## src/rtl/add_seq.sv

```systemverilog
// Byte-serial multi-byte adder: feeds one byte pair per cycle to an external 8-bit adder and rippling the carry.
// Optional build macro ADD_SEQ_SUB_EN adds a 'sub' input that turns the operation into op_a - op_b.
module add_seq #(
  parameter int NBYTES = 4
) (
  input  logic                clk,
  input  logic                rst_n,
  input  logic                in_valid,
  output logic                in_ready,
  input  logic [8*NBYTES-1:0] op_a,
  input  logic [8*NBYTES-1:0] op_b,
  input  logic                cin,
`ifdef ADD_SEQ_SUB_EN
  input  logic                sub,
`endif
  output logic [7:0]          add_a,
  output logic [7:0]          add_b,
  output logic                add_ci,
  input  logic [7:0]          add_x,
  input  logic                add_co,
  output logic                out_valid,
  input  logic                out_ready,
  output logic [8*NBYTES-1:0] sum,
  output logic                cout,
  output logic [1:0]          dbg_state
);

  localparam int W  = 8*NBYTES;
  localparam int IW = $clog2(NBYTES);

  typedef enum logic [1:0] {
    IDLE = 2'd0,
    RUN  = 2'd1,
    DONE = 2'd2
  } state_t;

  state_t        state;
  state_t        state_nxt;
  logic [IW-1:0] idx;
  logic [W-1:0]  a_q;
  logic [W-1:0]  b_q;
  logic [W-1:0]  sum_q;
  logic          carry;
  logic          cout_q;
  logic          sub_q;
  logic          init_carry;
  logic [7:0]    a_byte;
  logic [7:0]    b_byte;
  logic          accept;
  logic          last;
  logic          fire_out;

  // Handshakes: a transfer happens on a rising edge where valid and ready are
  // both high; in_ready depends only on state, and out_valid/sum/cout stay
  // stable until out_ready is seen.
  assign accept   = in_valid && (state == IDLE);
  assign fire_out = out_ready && (state == DONE);
  assign last     = (idx == IW'(NBYTES-1));

`ifdef ADD_SEQ_SUB_EN
  // Subtraction is a + ~b + 1, so the incoming carry is forced high.
  assign init_carry = sub | cin;

  always_ff @(posedge clk or negedge rst_n) begin
    if (!rst_n) begin
      sub_q <= 1'b0;
    end else if (accept) begin
      sub_q <= sub;
    end
  end
`else
  assign init_carry = cin;
  assign sub_q      = 1'b0;
`endif

  always_ff @(posedge clk or negedge rst_n) begin
    if (!rst_n) begin
      state <= IDLE;
    end else begin
      state <= state_nxt;
    end
  end

  always_comb begin
    state_nxt = state;
    case (state)
      IDLE:    if (accept) state_nxt = RUN;
      RUN:     if (last) state_nxt = DONE;
      DONE:    if (fire_out) state_nxt = IDLE;
      default: state_nxt = IDLE;
    endcase
  end

  always_comb begin
    a_byte = '0;
    b_byte = '0;
    for (int i = 0; i < NBYTES; i++) begin
      if (idx == IW'(i)) begin
        a_byte = a_q[8*i +: 8];
        b_byte = b_q[8*i +: 8];
      end
    end
  end

  // Adder-stage operands are only live in RUN so the external adder sees zeros otherwise.
  always_comb begin
    add_a  = '0;
    add_b  = '0;
    add_ci = 1'b0;
    if (state == RUN) begin
      add_a  = a_byte;
      add_b  = b_byte ^ {8{sub_q}};
      add_ci = carry;
    end
  end

  always_ff @(posedge clk or negedge rst_n) begin
    if (!rst_n) begin
      idx    <= '0;
      carry  <= 1'b0;
      a_q    <= '0;
      b_q    <= '0;
      sum_q  <= '0;
      cout_q <= 1'b0;
    end else if (accept) begin
      a_q   <= op_a;
      b_q   <= op_b;
      idx   <= '0;
      carry <= init_carry;
    end else if (state == RUN) begin
      for (int i = 0; i < NBYTES; i++) begin
        if (idx == IW'(i)) sum_q[8*i +: 8] <= add_x;
      end
      carry <= add_co;
      idx   <= last ? '0 : idx + IW'(1);
      if (last) cout_q <= add_co;
    end
  end

  assign in_ready  = (state == IDLE);
  assign out_valid = (state == DONE);
  assign sum       = sum_q;
  assign cout      = cout_q;
  assign dbg_state = state;

endmodule

```

## config.mk

```make
export PLATFORM = sky130hd
export DESIGN_NAME = add_seq
export DESIGN_NICKNAME = d
export VERILOG_FILES = /design/src/rtl/add_seq.sv
export SDC_FILE = /design/constraint.sdc
export NUM_CORES = 1
export LEC_CHECK = 0
export CAP_MARGIN = 20
export CORE_ASPECT_RATIO = 1.5
export CORE_UTILIZATION = 40
export CTS_BUF_LIST = sky130_fd_sc_hd__clkbuf_4 sky130_fd_sc_hd__clkbuf_8 sky130_fd_sc_hd__clkbuf_16
export CTS_CLUSTER_DIAMETER = 50
export DETAILED_ROUTE_END_ITERATION = 10
export PLACE_DENSITY = 0.72
export SYNTH_ARGS = -nofsm -noshare
export SYNTH_HDL_FRONTEND = slang
export SYNTH_SLANG_ARGS = --single-unit
```

## constraint.sdc

```tcl
create_clock -name clk -period 1.6 [get_ports clk]
set_input_delay 0.16 -clock clk [delete_from_list [all_inputs] [get_ports clk]]
set_output_delay 0.16 -clock clk [all_outputs]
set_load 0.005 [all_outputs]
```

* Word-level counts from Yosys, hierarchy flattened *
Index checks and enable logic that the tools add are counted.

operators by class
  add/subtract/negate cells = 1
  equal/unequal tests = 8
  muxes and demuxes = 20
  bitwise operators = 1
  reductions and logical operators = 10

operators by type and width
  kind                                                                     number
  8-bit two-way mux                                                        10
  3-bit AND reduction                                                      5
  2-bit two-way mux                                                        6
  2-bit equality test, second input constant                               3
  2-bit one-hot mux with 3 select lines                                    1
  2-bit by 1-bit equality test with 1-bit output, second input constant    2
  2-bit logical NOT                                                        2
  2-bit by 1-bit inequality test with 1-bit output, second input constant  2
  1-bit two-way mux                                                        3
  2-bit by 1-bit adder with 2-bit output, second input constant            1
  1-bit logical AND                                                        2
  2-bit inequality test, second input constant                             1
  2-bit nonzero test                                                       1
  1-bit NOT                                                                1

storage, ports and cells
  register bits = 102
  output and inout bits = 54
  logic and storage cells = 50

* Depth between registers and ports, before layout *
Gate-level depths: netlist of run 1.

  depth after elaboration = 6
  mapped depth = 7
  mapped depth without buffers = 5

* Least setup slack after synthesis of run 1 *
Ideal clock, no wire load.

  kind = flip-flop to output port
  start point = reg idx[1]
  end point = out add_a[0]
  data arrival time = 1.550 ns
  setup slack = -0.110 ns
  stages on the path, launching flop included = 8
  buffers on the path = 2
  cells stage by stage = dfrtp_1 > inv_1 > ha_1 > buf_4 > nor2b_1 > buf_2 > a221o_1 > a32o_1

on the way
  longest elaborated chain between the ends = 6
  elaborated cells between the ends (all ways) = 9
  classes of those cells = eq/ne: 3; mux: 5; reduce/logical: 1

RTL lines
  what                             RTL line  text
  from (decl)                      39        logic [IW-1:0] idx;
  from (signal assigned)           135       idx <= last ? '0 : idx + IW'(1);
  2-bit logical NOT                98        if (idx == IW'(i)) begin
  8-bit two-way mux (3 in series)  98
  8-bit two-way mux (*)            98
  8-bit two-way mux (*)            110       if (state == RUN) begin
  to (decl)                        16        output logic [7:0] add_a,

Mark *: on every way between the ends. The rest lies on a longest branch, timed or not.

* Worst setup path after layout of run 1 *
  start point = reg idx[0]
  end point = out add_b[4]

on the way
  longest elaborated chain between the ends = 6
  elaborated cells between the ends (all ways) = 9
  classes of those cells = eq/ne: 3; mux: 5; reduce/logical: 1

RTL lines
  what                             RTL line  text
  2-bit logical NOT                98
  8-bit two-way mux (3 in series)  98
  8-bit two-way mux (*)            98
  8-bit two-way mux (*)            110
  to (decl)                        17        output logic [7:0] add_b,

Marked as above.

==> implementation parameters, run 1 <==
Parameter                              Value

Run status
  Run status ... finished, violations left
  Violated checks ... negative setup slack

Detailed routing
  Number of vias in the routed layout ... approximately 3200
  Post-detailed-route via-to-cell ratio ... 5.163
  Antenna-violating nets left ... 0
  Total wire length ... 11670 µm
  Detailed-router iteration count before antenna repair ... 4
  Starting DRC count in detailed routing ... 103
  Routed length per placed instance ... ~19 µm
  DRC Markers ... 0

Timing
  Final hold violations ... 0
  Pins Over Slew Limit ... 0
  Actual transition at the worst max-transition pin ... 0.5113 ns
  Min cycle time layout ... 2.098 ns
  Endpoints failing setup ... 88
  Final WS setup ... -0.4982 ns
  Unrepaired setup endpoints after global routing ... yes
  Slew Limit Headroom ... 0.6591
  Tcrit/Tclk final ... 1.311
  Final clock skew ... 0.005531 ns
  Fmax achieved ... 476.6 MHz
  Worst hold slack after final layout ... 0.3262 ns

Pwr
  Proportion of power drawn by flip-flops and latches ... 0.321
  Static power due to leakage ... 3.091 nW
  Relative contribution of combinational cells to total power ... 0.527
  Cell-internal power ... 10.24 mW
  Total power draw ... 14.61 mW
  Fraction of power spent switching nets ... 0.2993
  Max VDD drop ... 0.001041 V
  Clock share of power ... 0.153
  Switching power ... 4.373 mW
  Power per standard cell area ... 2084 nW/µm²

CTS
  Number of clock sinks ... 102
  Clock Root Buffer ... clkbuf_16
  Clock transition at path regs ... 0.07 ns
  Clock Path Buffers ... 2
  Clock tree from TritonCTS ... done
  Inserted Clock Buffers ... 9
  H-tree depth ... 3
  Clock insertion delay at the later pin of the skew report ... about 0.34 ns

Synth
  Post-Synthesis Mean Instance Area ... 14.91 µm²
  Unique masters post-synth ... 26
  Post-synthesis net count ... 378
  Main combinational cell family by area after synthesis ... multiplexers
  Count of yosys warnings during synthesis ... 0
  Combined area of all synthesized cells ... between 4000 and 5000 µm²
  Share of synthesized area occupied by flip-flops and latches ... 0.5782
  Synth Area in Simple Gates ... 0.04252
  Synth async-reset ratio ... 1.000
  Most used flip-flop cell after synthesis ... dfrtp_1
  Gate count of the mapped netlist ... just under 300
  Cell type with the largest total area after synthesis ... dfrtp_1
  Xor/xnor cell area share of the yosys netlist ... 0
  Number of flops mapped to enable cells by yosys ... 0
  Compound-Gate Fraction of Synth Area ... 0.08163
  Flip-flop and latch count after synthesis ... 102
  Synthesized-area fraction occupied by adder cells ... 0.01134
  Fraction of post-synthesis cell area in the top cell type by area ... 0.5782
  Multiplexer fraction of the synthesized cell area ... 0.2534
  Dominant cells by area after synthesis ... dfrtp_1 (58%), mux2_2 (24%), a32o_1 (3.6%)

GRT
  Wire length of the first global-routing pass ... 18720 µm
  All-Layer GR Usage ... 0.2200
  Number of antenna violations at the first check in global routing ... 0
  Pin count of the biggest net entering global routing ... 35
  Via count of the first global-routing pass ... 3522
  Grt ovf ... 0

Placement
  I/O Buffers ... 131
  Sum of net half-perimeters after detailed placement ... ~8000 µm
  Pre-CTS setup slack ... -0.4902 ns
  Global placer's final weighted congestion ... 0.7562

Worst setup path
  Category of the critical setup timing path ... flip-flop to output pin
  Arrival time reported for the critical path endpoint ... 1.94 ns
  R2R setup slack ... -0.16 ns
  Timing startpoint of the critical path ... idx[0]$_DFFE_PN0P_
  Reg-to-reg startpoint ... dbg_state[0]$_DFFE_PN0P_
  Critical path peak fanout ... 5
  Logic depth of the worst register-to-register path ... 7
  Kind of start point of the critical path ... flip-flop
  Worst EP required ... 1.44 ns
  Worst setup EP type ... output pin
  R2R Path End ... a_q[26]$_DFFE_PN0P_

Finish
  Final-layout fill cell count ... around 770
  Sequential cell area in the final layout ... 2552 µm²
  Post-layout nets ... 554
  Layout overhead on the synthesized area ... 58.79%
  Number of antenna cells inserted ... 0
  Area of the multi-input gates ... 2016 µm²
  Ratio of cells with drive above 1 in the final layout ... 0.4193

Die
  Top Ports ... approximately 130
  Overall die area ... 11470 µm²
  Die outline height ... 130.7 µm
  Die Span X ... roughly 90 µm
  Standard-cell rows ... between 40 and 50
  Standard cell core area ... 10650 µm²
  Initial cell density of the core ... 0.4146

Hold path
  Type of the tightest min-delay check ... input port to asynchronous set/reset pin

Run
  Count of maximum capacitance violations ... 0
cells in the mapped netlist, drive strengths merged, types with 2 or more instances:
library cell	instances
nor2b	4
buf	17
inv	3
dfrtp	102
nand2b	16
o21ai	3
and2	2
mux2	98
nand2	5
a32o	16
ha	4
a221o	15
nor2	2
clkbuf	2
worst max path at each step:
stage,endpoint,slack (ns),depth (start not counted)
after floorplan,add_b[3],-0.01,7
after global placement,add_b[6],-0.46,7
after detailed placement,add_a[7],-0.49,7
after CTS,add_b[5],-0.53,7
after global routing,add_b[4],-0.55,7
final,add_b[4],-0.50,7
registers in the layout (all words and copies together), names as in the netlist:
signal / flops
a_q: 32
b_q: 32
sum: 32
dbg_state: 2
idx: 2
carry: 1
cout: 1
area by class of cell:
class,instances,area share
clock buffer,9,0.03213
clock inverter,7,0.01142
inverter,3,0.001964
multi-input combinational,172,0.2876
sequential,102,0.3642
tap,144,0.02571
timing repair buffer,184,0.2770
worst max-delay path, cell delays in order, from the launching register on:
cell	delay, ns
dfrtp_1	0.40
inv_2	0.07
ha_4	0.16
nor2b_4	0.16
buf_16	0.14
a221o_1	0.32
a32o_1	0.22
buf_2	0.12
metrics by stage:
step / utilization / std cells / instance area, µm² / TNS, ns
after floorplan: - / 296 / 4437 / -0.1387
after global placement: 0.5844 / 588 / 6222 / -12.66
after detailed placement: 0.5844 / 588 / 6222 / -14.07
after CTS: 0.6650 / 625 / 7081 / -19.15
after global routing: 0.6583 / 621 / 7009 / -18.80
final: 0.6583 / 621 / 7009 / -13.36
power by group through the flow:
| stage | Combinational [mW] | Clock [mW] | Sequential, mW |
|---|---|---|---|
| 2_1_floorplan | 3.43 | 0 | 4.53 |
| 3_3_place_gp | 6.58 | 0 | 4.60 |
| 3_5_place_dp | 6.72 | 0 | 4.66 |
| 4_1_cts | 7.90 | 2.28 | 4.66 |
| 5_1_grt | 8.24 | 2.37 | 4.83 |
| 6_report | 7.70 | 2.23 | 4.68 |
metal layers:
layer,vias up,GRT usage,share of wire
met5,-,0,0
met4,0,0.07425,0.015
met3,14,0.05088,0.049
met2,101,0.3871,0.54
met1,1645,0.2622,0.40
li1,1446,-,-
cell usage in the layout, fill, tap and decap left out, types with 3 or more instances in the layout:
| cell type | n |
|---|---|
| a221o_1 | 15 |
| clkdlybuf4s50_1 | 109 |
| buf_2 | 17 |
| buf_6 | 10 |
| mux2_4 | 68 |
| buf_4 | 20 |
| nand2b_1 | 16 |
| buf_8 | 3 |
| clkbuf_16 | 9 |
| mux2_2 | 30 |
| nand2_1 | 4 |
| dfrtp_1 | 102 |
| buf_12 | 19 |
| a32o_1 | 15 |
cells by family (layout without fill, tap and decap cells):
logic type,count (synthesis),in the layout
AO/OA/AOI/OAI,39,39
buffers and inverters,22,203
flip-flops,102,102
multiplexers,98,98
AND/OR/NAND/NOR,31,31
adder cells (fa/ha/maj),4,4
what timing repair did:
item / CTS / global route
setup endpoints to repair: 90 / 100
hold buffers: 1 / 0
gates resized for setup: 166 / 11
buffers inserted: 15 / 3
pin swaps: 30 / 12
endpoints found under the hold margin: 30 / 0
gates cloned: 5 / 0
No activity file was read; power rests on OpenSTA's default activity.
==> run 2, diff against run 1 <==
--- a/config.mk
+++ b/config.mk
@@ -11,6 +11,7 @@
 export CTS_BUF_LIST = sky130_fd_sc_hd__clkbuf_4 sky130_fd_sc_hd__clkbuf_8 sky130_fd_sc_hd__clkbuf_16
 export CTS_CLUSTER_DIAMETER = 50
 export DETAILED_ROUTE_END_ITERATION = 10
+export GPL_TIMING_DRIVEN = 0
 export PLACE_DENSITY = 0.72
 export SYNTH_ARGS = -nofsm -noshare
 export SYNTH_HDL_FRONTEND = slang
==> run 2 against run 1 <==
The run still ends with negative setup slack left. First-iteration DRC count rose by 41%. Final cell count fell by 0.48%. Global-route usage rose by 0.95 points. Register-to-register slack improved by 0.09 ns. Power fell by 0.90%. Sequential share of layout area rose by 0.37 points. Routed wire length rose by 6.3%. Hold slack got worse by 0.049 ns. Highest routed layer unchanged.
==> implementation parameters, run 2 (synthesized netlist as in run 1, its figures left out) <==
Parameter                              Value

Finish
  Post-route cell area ... 6949 µm² (-0.86%)
  Final-layout fill cell count ... 790 (+3.0%)
  Number of antenna cells inserted ... 0 (unchanged)
  Post-route core utilization ... 0.6526 (-0.005640)
  Commonest non-fill, non-tap cells in the layout ... clkdlybuf4s50_1 (111), dfrtp_1 (99), mux2_4 (56)
  Most common cell after layout, fill and taps aside ... clkdlybuf4s50_1
  Area of the multi-input gates ... 1994 µm² (-1.1%)
  Ratio of cells with drive above 1 in the final layout ... 0.4241 (+0.004763)
  Sequential cell area in the final layout ... 2556 µm² (+0.15%)
  Layout overhead on the synthesized area ... 57.43%
  Count of non-filler cells in the finished layout ... 618 (-0.48%)
  Post-layout nets ... 551 (-0.54%)

Run
  Count of maximum capacitance violations ... 0 (unchanged)

Pwr
  Total power draw ... 14.48 mW (-0.90%)
  Power per standard cell area ... 2083 nW/µm² (about the same)
  Max VDD drop ... 0.0009604 V (-7.8%)
  Static power due to leakage ... 3.031 nW (-2.0%)

Worst setup path
  Category of the critical setup timing path ... flip-flop to output pin
  R2R Path End ... b_q[7]$_DFFE_PN0P_
  Logic depth of the worst register-to-register path ... 7 (unchanged)
  Longest individual stage delay on the worst path ... 0.42 ns (+0.02 ns)
  Number of cells on the critical path ... 7 (unchanged)
  R2R setup slack ... -0.07 ns (+0.09 ns)
  Gate family responsible for the most delay along the worst path ... compound AO/OA/AOI/OAI gates
  Arrival time reported for the critical path endpoint ... 1.99 ns (+0.05 ns)
  Worst setup EP type ... output pin
  Capture point of the critical path ... add_b[1]
  Critical path peak fanout ... 4 (-1)
  Cell-by-cell listing of the critical path ... inv_2, ha_4, nor2b_4, buf_12, a221o_1, a32o_2, buf_2
  Kind of start point of the critical path ... flip-flop
  Reg-to-reg startpoint ... dbg_state[0]$_DFFE_PN0P_
  Timing startpoint of the critical path ... idx[0]$_DFFE_PN0P_
  Worst EP required ... 1.44 ns (about the same)
  Slowest cell on the critical path ... dfrtp_2
  Number of buffer and inverter stages on the critical path ... 3 (unchanged)

GRT
  Via count of the first global-routing pass ... 3576 (+1.5%)
  Number of antenna violations at the first check in global routing ... 0 (unchanged)
  All-Layer GR Usage ... 0.2295 (+0.009520)
  Pin count of the biggest net entering global routing ... 75 (+110%)
  Wire length of the first global-routing pass ... 19240 µm (+2.8%)
  Grt ovf ... 0 (unchanged)

Detailed routing
  Starting DRC count in detailed routing ... 145 (+41%)
  DRC Markers ... 0 (unchanged)
  Antenna-violating nets left ... 0 (unchanged)
  Number of vias in the routed layout ... 3192 (-0.44%)
  Total wire length ... 12400 µm (+6.3%)
  Post-detailed-route via-to-cell ratio ... 5.165 (about the same)
  Routed length per placed instance ... 20.06 µm (+6.8%)
  Detailed-router iteration count before antenna repair ... 4 (unchanged)

Hold path
  Type of the tightest min-delay check ... input port to asynchronous set/reset pin

Placement
  Cell area after placement ... 5953 µm² (-4.3%)
  Pre-CTS setup slack ... -0.7450 ns (-0.2547 ns)
  Global placer's final weighted congestion ... 0.7557 (about the same)
  Placed Cells incl. Taps ... 572 (-2.7%)
  Sum of net half-perimeters after detailed placement ... 7912 µm (-0.48%)
  I/O Buffers ... 131 (unchanged)

Timing
  Tcrit/Tclk final ... 1.345 (+0.03368)
  Endpoints failing setup ... 43 (-51%)
  Final clock skew ... 0.007033 ns (+0.001503 ns)
  Actual transition at the worst max-transition pin ... 0.3928 ns (-0.1186 ns)
  Slew Limit Headroom ... 0.7381 (+0.07904)
  Unrepaired setup endpoints after global routing ... yes
  Final hold violations ... 0 (unchanged)
  Min cycle time layout ... 2.152 ns (+0.05389 ns)
  Worst hold slack after final layout ... 0.2773 ns (-0.04898 ns)
  Final WS setup ... -0.5521 ns (-0.05389 ns)
  Pins Over Slew Limit ... 0 (unchanged)
  Fmax achieved ... 464.7 MHz (-2.5%)
  Setup TNS ... -9.495 ns (+3.868 ns)

Run status
  Violated checks ... negative setup slack
  Run status ... finished, violations left

CTS
  Inserted Clock Buffers ... 9 (unchanged)
  Clock tree from TritonCTS ... done
  Clock insertion delay at the later pin of the skew report ... 0.35 ns (about the same)
  Clock Root Buffer ... clkbuf_16
  Clock Path Buffers ... 2 (unchanged)
  H-tree depth ... 3 (unchanged)
  Number of clock sinks ... 102 (unchanged)
  Clock transition at path regs ... 0.07 ns (about the same)

Die
  Initial cell density of the core ... 0.4146 (unchanged)
  Die outline height ... 130.7 µm (unchanged)
  Overall die area ... 11470 µm² (unchanged)
  Top Ports ... 132 (unchanged)
  Standard cell core area ... 10650 µm² (unchanged)
  Die Span X ... 87.78 µm (unchanged)
  Standard-cell rows ... 46 (unchanged)
## run 2: repair_timing
action	4_1_cts	5_1_grt
endpoints found under the setup margin	89	74
pin swaps	29	15
hold endpoints to repair	28	0
hold buffers	1	0
buffers inserted	19	2
gates resized for setup	176	14
cloned	7	2
## run 2: where the power goes
| group | internal [mW] | switching (mW) | total (mW) |
|---|---|---|---|
| sequential | 3.92 | 0.732 | 4.65 |
| combinational | 4.97 | 2.76 | 7.72 |
| clock | 1.08 | 1.03 | 2.10 |
## run 2: worst min path at each step
stage | start | endpoint | slack (ns) | cells past startpoint
after global placement | a_q[17]$_DFFE_PN0P_ | a_q[17]$_DFFE_PN0P_ | 0.48 | 1
final | rst_n | sum[29]$_DFFE_PN0P_ | 0.28 | 2
after global routing | rst_n | sum[21]$_DFFE_PN0P_ | 0.31 | 2
after CTS | rst_n | sum[29]$_DFFE_PN0P_ | 0.29 | 2
after floorplan | rst_n | a_q[0]$_DFFE_PN0P_ | -0.14 | 0
after detailed placement | rst_n | sum[29]$_DFFE_PN0P_ | 0.12 | 1
## run 2: worst register-to-register path, delay by kind of cell, from the launching register on
kind | cells | cell delay [ns]
AND/OR/NAND/NOR | 1 | 0.19
multiplexers | 1 | 0.31
flip-flops | 1 | 0.42
buffers and inverters | 5 | 0.65
## run 2: final cells by class
cell class	count	share of cell area
sequential	102	0.3678
timing repair buffer	163	0.2411
tap	144	0.02593
multi-input combinational	172	0.2870
clock buffer	9	0.03241
buffer	18	0.03583
clock inverter	7	0.008282
inverter	3	0.001620
## run 2: per-layer routing
metal / global-route usage / wire [µm]
met4: 0.09547 / 202
met1: 0.2718 / 5010
met2: 0.4122 / 6602
met3: 0.03204 / 584
met5: 0 / 0
